File: config.mk
export PLATFORM = sky130hd
export DESIGN_NAME = io_port_bank
export DESIGN_NICKNAME = d
export VERILOG_FILES = /design/src/rtl/io_port_bank.sv
export SDC_FILE = /design/constraint.sdc
export NUM_CORES = 1
export LEC_CHECK = 0
export CORE_MARGIN = 4
export CORE_UTILIZATION = 35
export CTS_BUF_LIST = sky130_fd_sc_hd__clkbuf_8
export CTS_CLUSTER_DIAMETER = 50
export DETAILED_ROUTE_END_ITERATION = 10
export GPL_TIMING_DRIVEN = 0
export PLACE_DENSITY = 0.59
export SETUP_SLACK_MARGIN = 0.15
export SLEW_MARGIN = 20
export SYNTH_ARGS = -nofsm -noshare
export SYNTH_HDL_FRONTEND = slang
export SYNTH_SLANG_ARGS = --single-unit
File: constraint.sdc
create_clock -name clk -period 1.6 [get_ports clk]
set_clock_uncertainty 0.2 [all_clocks]
set_input_delay 0.16 -clock clk [delete_from_list [all_inputs] [get_ports clk]]
set_output_delay 0.16 -clock clk [all_outputs]
set_load 0.05 [all_outputs]
File: src/rtl/io_port_bank.sv
// Memory-mapped I/O bank: latched output ports, synchronised input ports, sticky
// per-input change flags (W1C) and a maskable, registered interrupt.
module io_port_bank #(
  parameter int unsigned       DATA_W      = 8,
  parameter int unsigned       ADDR_W      = 8,
  parameter int unsigned       NUM_OUT     = 2,
  parameter int unsigned       NUM_IN      = 2,
  parameter logic [ADDR_W-1:0] BASE_ADDR   = 8'hF0,
  parameter int unsigned       SYNC_STAGES = 2
) (
  input  logic                      clk,
  input  logic                      rst,
  input  logic [ADDR_W-1:0]         cpuAddr,
  input  logic [DATA_W-1:0]         cpuWrData,
  input  logic                      cpuWrEn,
  output logic [DATA_W-1:0]         cpuRdData,
  output logic                      hit,
  input  logic [NUM_IN*DATA_W-1:0]  inPorts,
  output logic [NUM_OUT*DATA_W-1:0] outPorts,
  output logic                      irq
);

  localparam int unsigned WIN = NUM_OUT + NUM_IN + 2;
  localparam logic [ADDR_W-1:0] WinA = ADDR_W'(WIN);
  localparam logic [ADDR_W-1:0] ChgA = ADDR_W'(NUM_OUT + NUM_IN);
  localparam logic [ADDR_W-1:0] IenA = ADDR_W'(NUM_OUT + NUM_IN + 1);

  if (NUM_IN < 1 || NUM_IN > DATA_W) begin : gBadNumIn
    $error("io_port_bank: NUM_IN must be 1..DATA_W");
  end
  if (NUM_OUT < 1 || NUM_OUT > 8) begin : gBadNumOut
    $error("io_port_bank: NUM_OUT must be 1..8");
  end
  if (SYNC_STAGES < 2) begin : gBadSync
    $error("io_port_bank: SYNC_STAGES must be >= 2");
  end
  if (longint'(BASE_ADDR) + longint'(WIN) > (longint'(1) << ADDR_W)) begin : gBadWin
    $error("io_port_bank: register window exceeds the address space");
  end

  logic [ADDR_W-1:0] off;
  logic              wrHit;

  logic [SYNC_STAGES-1:0][NUM_IN*DATA_W-1:0] syncQ;
  logic [NUM_IN-1:0][DATA_W-1:0]             syncIn, prevIn;
  logic [NUM_OUT-1:0][DATA_W-1:0]            outQ, outD;
  logic [NUM_IN-1:0]                         chgQ, chgD, chgSet, chgClr, ienQ, ienD;
  logic                                      irqQ;

  assign off    = cpuAddr - BASE_ADDR;
  assign hit    = (cpuAddr >= BASE_ADDR) && (off < WinA);
  assign wrHit  = hit & cpuWrEn;
  assign syncIn = syncQ[SYNC_STAGES-1];

  always_comb begin
    outD   = outQ;
    ienD   = ienQ;
    chgClr = '0;
    chgSet = '0;
    if (wrHit) begin
      for (int unsigned k = 0; k < NUM_OUT; k++) begin
        if (off == ADDR_W'(k)) outD[k] = cpuWrData;
      end
      if (off == ChgA) chgClr = cpuWrData[NUM_IN-1:0];
      if (off == IenA) ienD = cpuWrData[NUM_IN-1:0];
    end
    for (int unsigned k = 0; k < NUM_IN; k++) begin
      chgSet[k] = |(syncIn[k] ^ prevIn[k]);
    end
    // A new change on the clearing edge survives the W1C.
    chgD = (chgQ & ~chgClr) | chgSet;
  end

  always_comb begin
    cpuRdData = '0;
    if (hit) begin
      for (int unsigned k = 0; k < NUM_OUT; k++) begin
        if (off == ADDR_W'(k)) cpuRdData = outQ[k];
      end
      for (int unsigned k = 0; k < NUM_IN; k++) begin
        if (off == ADDR_W'(NUM_OUT + k)) cpuRdData = syncIn[k];
      end
      if (off == ChgA) cpuRdData[NUM_IN-1:0] = chgQ;
      if (off == IenA) cpuRdData[NUM_IN-1:0] = ienQ;
    end
  end

  always_ff @(posedge clk or negedge rst) begin
    if (!rst) begin
      syncQ  <= '0;
      prevIn <= '0;
      outQ   <= '0;
      chgQ   <= '0;
      ienQ   <= '0;
      irqQ   <= 1'b0;
    end else begin
      syncQ  <= {syncQ[SYNC_STAGES-2:0], inPorts};
      prevIn <= syncIn;
      outQ   <= outD;
      chgQ   <= chgD;
      ienQ   <= ienD;
      // Built from the registered flags, so irq trails CHG/IEN by one edge.
      irqQ   <= |(chgQ & ienQ);
    end
  end

  assign outPorts = outQ;
  assign irq      = irqQ;

endmodule

# == Word-level counts from Yosys, hierarchy flattened ==
# Cells that the tools add are included.
# op_classes
n_lt_le_gt_ge,2
n_mux,9
n_reduce_logical,8
add_sub_neg,1
eq_ne,5
bitwise_logic,7
# ops
op,count
8-bit 2-to-1 mux,5
8-bit by 2-bit equality test with 1-bit output (second input constant),2
8-bit by 3-bit equality test with 1-bit output (second input constant),2
8-bit OR reduction,2
8-bit XOR,2
8-bit by 1-bit equality test with 1-bit output (second input constant),1
8-bit greater-or-equal comparator (second input constant),1
8-bit logical NOT,1
8-bit by 3-bit < comparator with 1-bit output (second input constant),1
2-bit 2-to-1 mux,4
8-bit subtractor (second input constant),1
2-bit AND reduction,3
2-bit AND,2
2-bit inverter,1
2-bit bitwise OR,1
2-bit OR reduction,1
1-bit AND,1
1-bit logical AND,1
# totals
reg_bits,69
elab_cells,41
inputBits,35
output_inout_bits,26

# == Depth between registers and ports, before layout ==
# logic_depth
word_depth,9
ltp_mapped,5
depth_no_buf,3

# == Least setup slack after synthesis ==
# Ideal clock, no wire load.
# synth_path
path_kind,register to output
startpoint,register outQ (netlist bit outPorts[0])
endpoint,output port cpuRdData[0]
arrival_time_ns,2.149
required_ns,1.240
path_stages_with_launch,4
path_slack_ns,-0.909
n_path_buf,0
path_cell_list,dfrtp_1 > mux2_2 > o221ai_1 > a211oi_1
# synth_via
elab_chain_len,7
# synth_lines
element,line_no,rtl
"start, declared",46,"logic [NUM_OUT-1:0][DATA_W-1:0] outQ, outD;"
"start signal, assigned",99,outQ <= outD;
8-bit 2-to-1 mux (2 in series),78,if (off == ADDR_W'(k)) cpuRdData = outQ[k];
8-bit 2-to-1 mux (2 in series),81,if (off == ADDR_W'(NUM_OUT + k)) cpuRdData = syncIn[k];
2-bit 2-to-1 mux,83,if (off == ChgA) cpuRdData[NUM_IN-1:0] = chgQ;
2-bit 2-to-1 mux,84,if (off == IenA) cpuRdData[NUM_IN-1:0] = ienQ;
8-bit 2-to-1 mux,76,if (hit) begin
"end, declared",16,"output logic [DATA_W-1:0] cpuRdData,"
# Every way passes these cells.

# == Final worst setup path ==
# Ends and elaborated chain as after synthesis.

==> metrics.txt <==
die area=between 8000 and 9000 um2; Vias/cell=approximately 4.7; critical path capture point type=output pin; ys async rst share=1.00; WHS=about 0.0026 ns; Final Worst Setup Slack=-0.204 ns; Root Buffer=clkbuf_8; endpoints failing setup=8; max-cap check violation count=0; Initial Util=0.360; post-route clock period utilization=1.13; fmax=roughly 550 MHz; Worst-Margin Slew=between 0.3 and 0.4 ns; n_diodes=0; Synth area leaders=dfrtp_1, mux2_2, xor2_1; initial antenna violation count=0; WL/cell=16.6 um; number of routed nets with antenna violations=0; Worst R2R End=chgQ[0]$_DFF_PN0_; GRT overflow=0; pin count of the biggest net entering global routing=between 50 and 60; met3 WL=317 um; CP max stage delay=~0.42 ns; crit path DAT=around 1.4 ns; GRT Total Usage=0.147; R2R setup slack=around 0.08 ns; Mapped Cells=between 150 and 200; Final Hold Fails=0; RSZ-0062 raised after global routing=yes; IO Port Bufs=58; CTS tree=yes; failing checks=setup timing; total stage count of the critical path=4; Crit-path slowest cell=dfrtp_2; Pins Over Slew Limit=0; GP Congestion=0.829; die height=~95 um; CP delay by family, top=flip-flops; Final Cell Area=a little over 4000 um2; Ys Warns=0; pwr/cell area=around 1000 nW/um2; status=finished, violations left; count leader, synth=dfrtp_1; Synth Flop Type=dfrtp_1; Mapped Nets=about 210; clock network latency to the later pin of the worst-skew pair=0.34 ns; vias in the first global route=roughly 1800; vias=1735; # IOs=~60; critical path class=reg -> out; WP data required=around 1.2 ns; 1st-pass router iterations=4; HPWL after DPL=slightly above 4000 um; FF+latch count, synth=69; WL final=6110 um; Commonest cells post-synth=dfrtp_1, mux2_2, xor2_1, mux2_4, o22ai_1; Area Overhead vs Synth=54.7%; Mean Syn Cell Area=15.2 um2; layout cells sized above 1=0.532; drt initial violations=between 50 and 60; hold_sp=cpuWrEn; Min-Delay Path Class=in -> reg; post-synthesis sequential area ratio=0.657; worst-case clock buffer depth=2; area share of the largest cell type after synthesis=0.657; Leak Pwr=0.00182 uW; Core Rows=31; Startpoint Class=flip-flop; Final #Nets=between 200 and 300; Residual DRC=0; Worst Path Max Fanout=2; total CTS buffers=9; Synth Cell Area=about 2600 um2; first-pass GRT wire length=9610 um; M1 wire length=approximately 2600 um; Overall Power=between 4000 and 5000 uW; CP Cell Sequence=mux2_4 -> o221ai_4 -> a211oi_4 -> buf_6; Unique masters post-synth=33; VDD IR max=approximately 0.00052 V; Crit path buffers/inverters=1; Hold Path Sink=chgQ[0]$_DFF_PN0_; Hold Path Cell Cnt=4; Clock Pin Slew Worst Setup and Hold Paths=~0.080 ns; Horiz. Die Dim=between 90 and 100 um; RR Startpoint=syncIn[1]$_DFF_PN0_; top layer in use=met4; placement-stage cell area=3580 um2; number of enable flip-flop cells after synthesis=0; Slew headroom=0.779; Core Area=roughly 7300 um2; R2R cell count=5; layout filler cell count=roughly 630; crit path time final=roughly 1.8 ns; largest area contributor in the netlist=dfrtp_1; Clock Sinks=69; met2 WL=3060 um; htree depth=3
==> where the power goes <==
part,leakage (uW),internal [uW],total [uW],switching [uW]
registers,0.000822,1830,1890,55.3
logic,0.000876,232,495,263
clock network,0.000126,1120,1770,646
==> how the worst max path moves through the flow <==
stage | to | from
3_3_place_gp | outPorts[8]$_DFFE_PN0P_ | rst
6_report | cpuRdData[0] | outPorts[0]$_DFFE_PN0P_
5_1_grt | cpuRdData[1] | syncIn[1]$_DFF_PN0_
4_1_cts | cpuRdData[1] | outPorts[1]$_DFFE_PN0P_
3_5_place_dp | cpuRdData[7] | cpuAddr[1]
2_1_floorplan | cpuRdData[0] | outPorts[0]$_DFFE_PN0P_
==> logic make-up after synthesis <==
kind of cell              synth area share
and+or+nand+nor                     0.0995
buffers and inverters               0.0157
AOI/OAI and AO/OA                   0.0429
DFF                                  0.657
xor gates and xnor gates            0.0533
muxes                                0.131
==> state kept, by name (all words and copies together) (netlist names) <==
| name | cells |
|---|---|
| outPorts | 16 |
| prevIn | 16 |
| syncIn | 16 |
| syncQ | 16 |
| chgQ | 2 |
| ienQ | 2 |
| irq | 1 |
==> worst register-to-register path, cell delays in order, from the launching register on <==
cell,delay [ns]
dfrtp_1,0.40
buf_4,0.14
buf_6,0.10
xor2_1,0.15
nor4_2,0.30
nand3_1,0.10
==> layout by cell type, fill, tap and decap left out, types with 2 or more instances in the layout <==
cell and n:
nor4_2 2, mux2_2 8, nor4_1 2, nand3_1 3, buf_4 14, nor2_1 6
xor2_1 16, buf_8 3, o221ai_4 2, dlygate4sd3_1 4, nor3_4 6, o22ai_1 2
dfrtp_2 10, dfrtp_1 59, buf_6 16, bufinv_16 3, nand3b_1 2, o22ai_2 6
a211oi_4 2, buf_12 2, mux2_4 20, buf_2 21, clkdlybuf4s50_1 24, clkbuf_8 11
==> metrics by stage <==
step | utilization | worst slack [ns] | std cells | TNS, ns
CTS | 0.549 | -0.237 | 362 | -1.68
finish | 0.557 | -0.204 | 368 | -1.38
floorplan | - | -0.136 | 173 | -0.685
global placement | 0.487 | -2.39 | 330 | -173.39
detailed placement | 0.491 | -1.48 | 331 | -24.54
global route | 0.557 | -0.274 | 368 | -1.90
==> final cells by class <==
| type | count | area [um2] | share of cell area |
|---|---|---|---|
| flip-flops and latches | 69 | 1740 | 0.428 |
| multi-input cells | 96 | 1140 | 0.281 |
| repair buffers | 80 | 721 | 0.177 |
| clock buffers | 11 | 151 | 0.0372 |
| well taps | 99 | 124 | 0.0305 |
| clock inverters | 5 | 106 | 0.0262 |
| plain buffers | 7 | 78.8 | 0.0194 |
| inverters | 1 | 3.75 | 0.000923 |
==> timing repair <==
| item | CTS | global route |
|---|---|---|
| endpoints found under the hold margin | 70 | 6 |
| setup endpoints to repair | 46 | 31 |
| setup buffers | 12 | 5 |
| resized for setup | 190 | 19 |
| hold buffers | 3 | 2 |
| pin swaps | 10 | 5 |
| gates cloned | 0 | 0 |
==> routing by layer <==
layer / vias to the layer above / global-route usage
met1: 876 / 0.191
met2: 48 / 0.233
met4: 0 / 0.0601
met3: 9 / 0.0375
li1: 802 / -
met5: - / 0
Note: power is estimated with default switching activity, not from simulation.
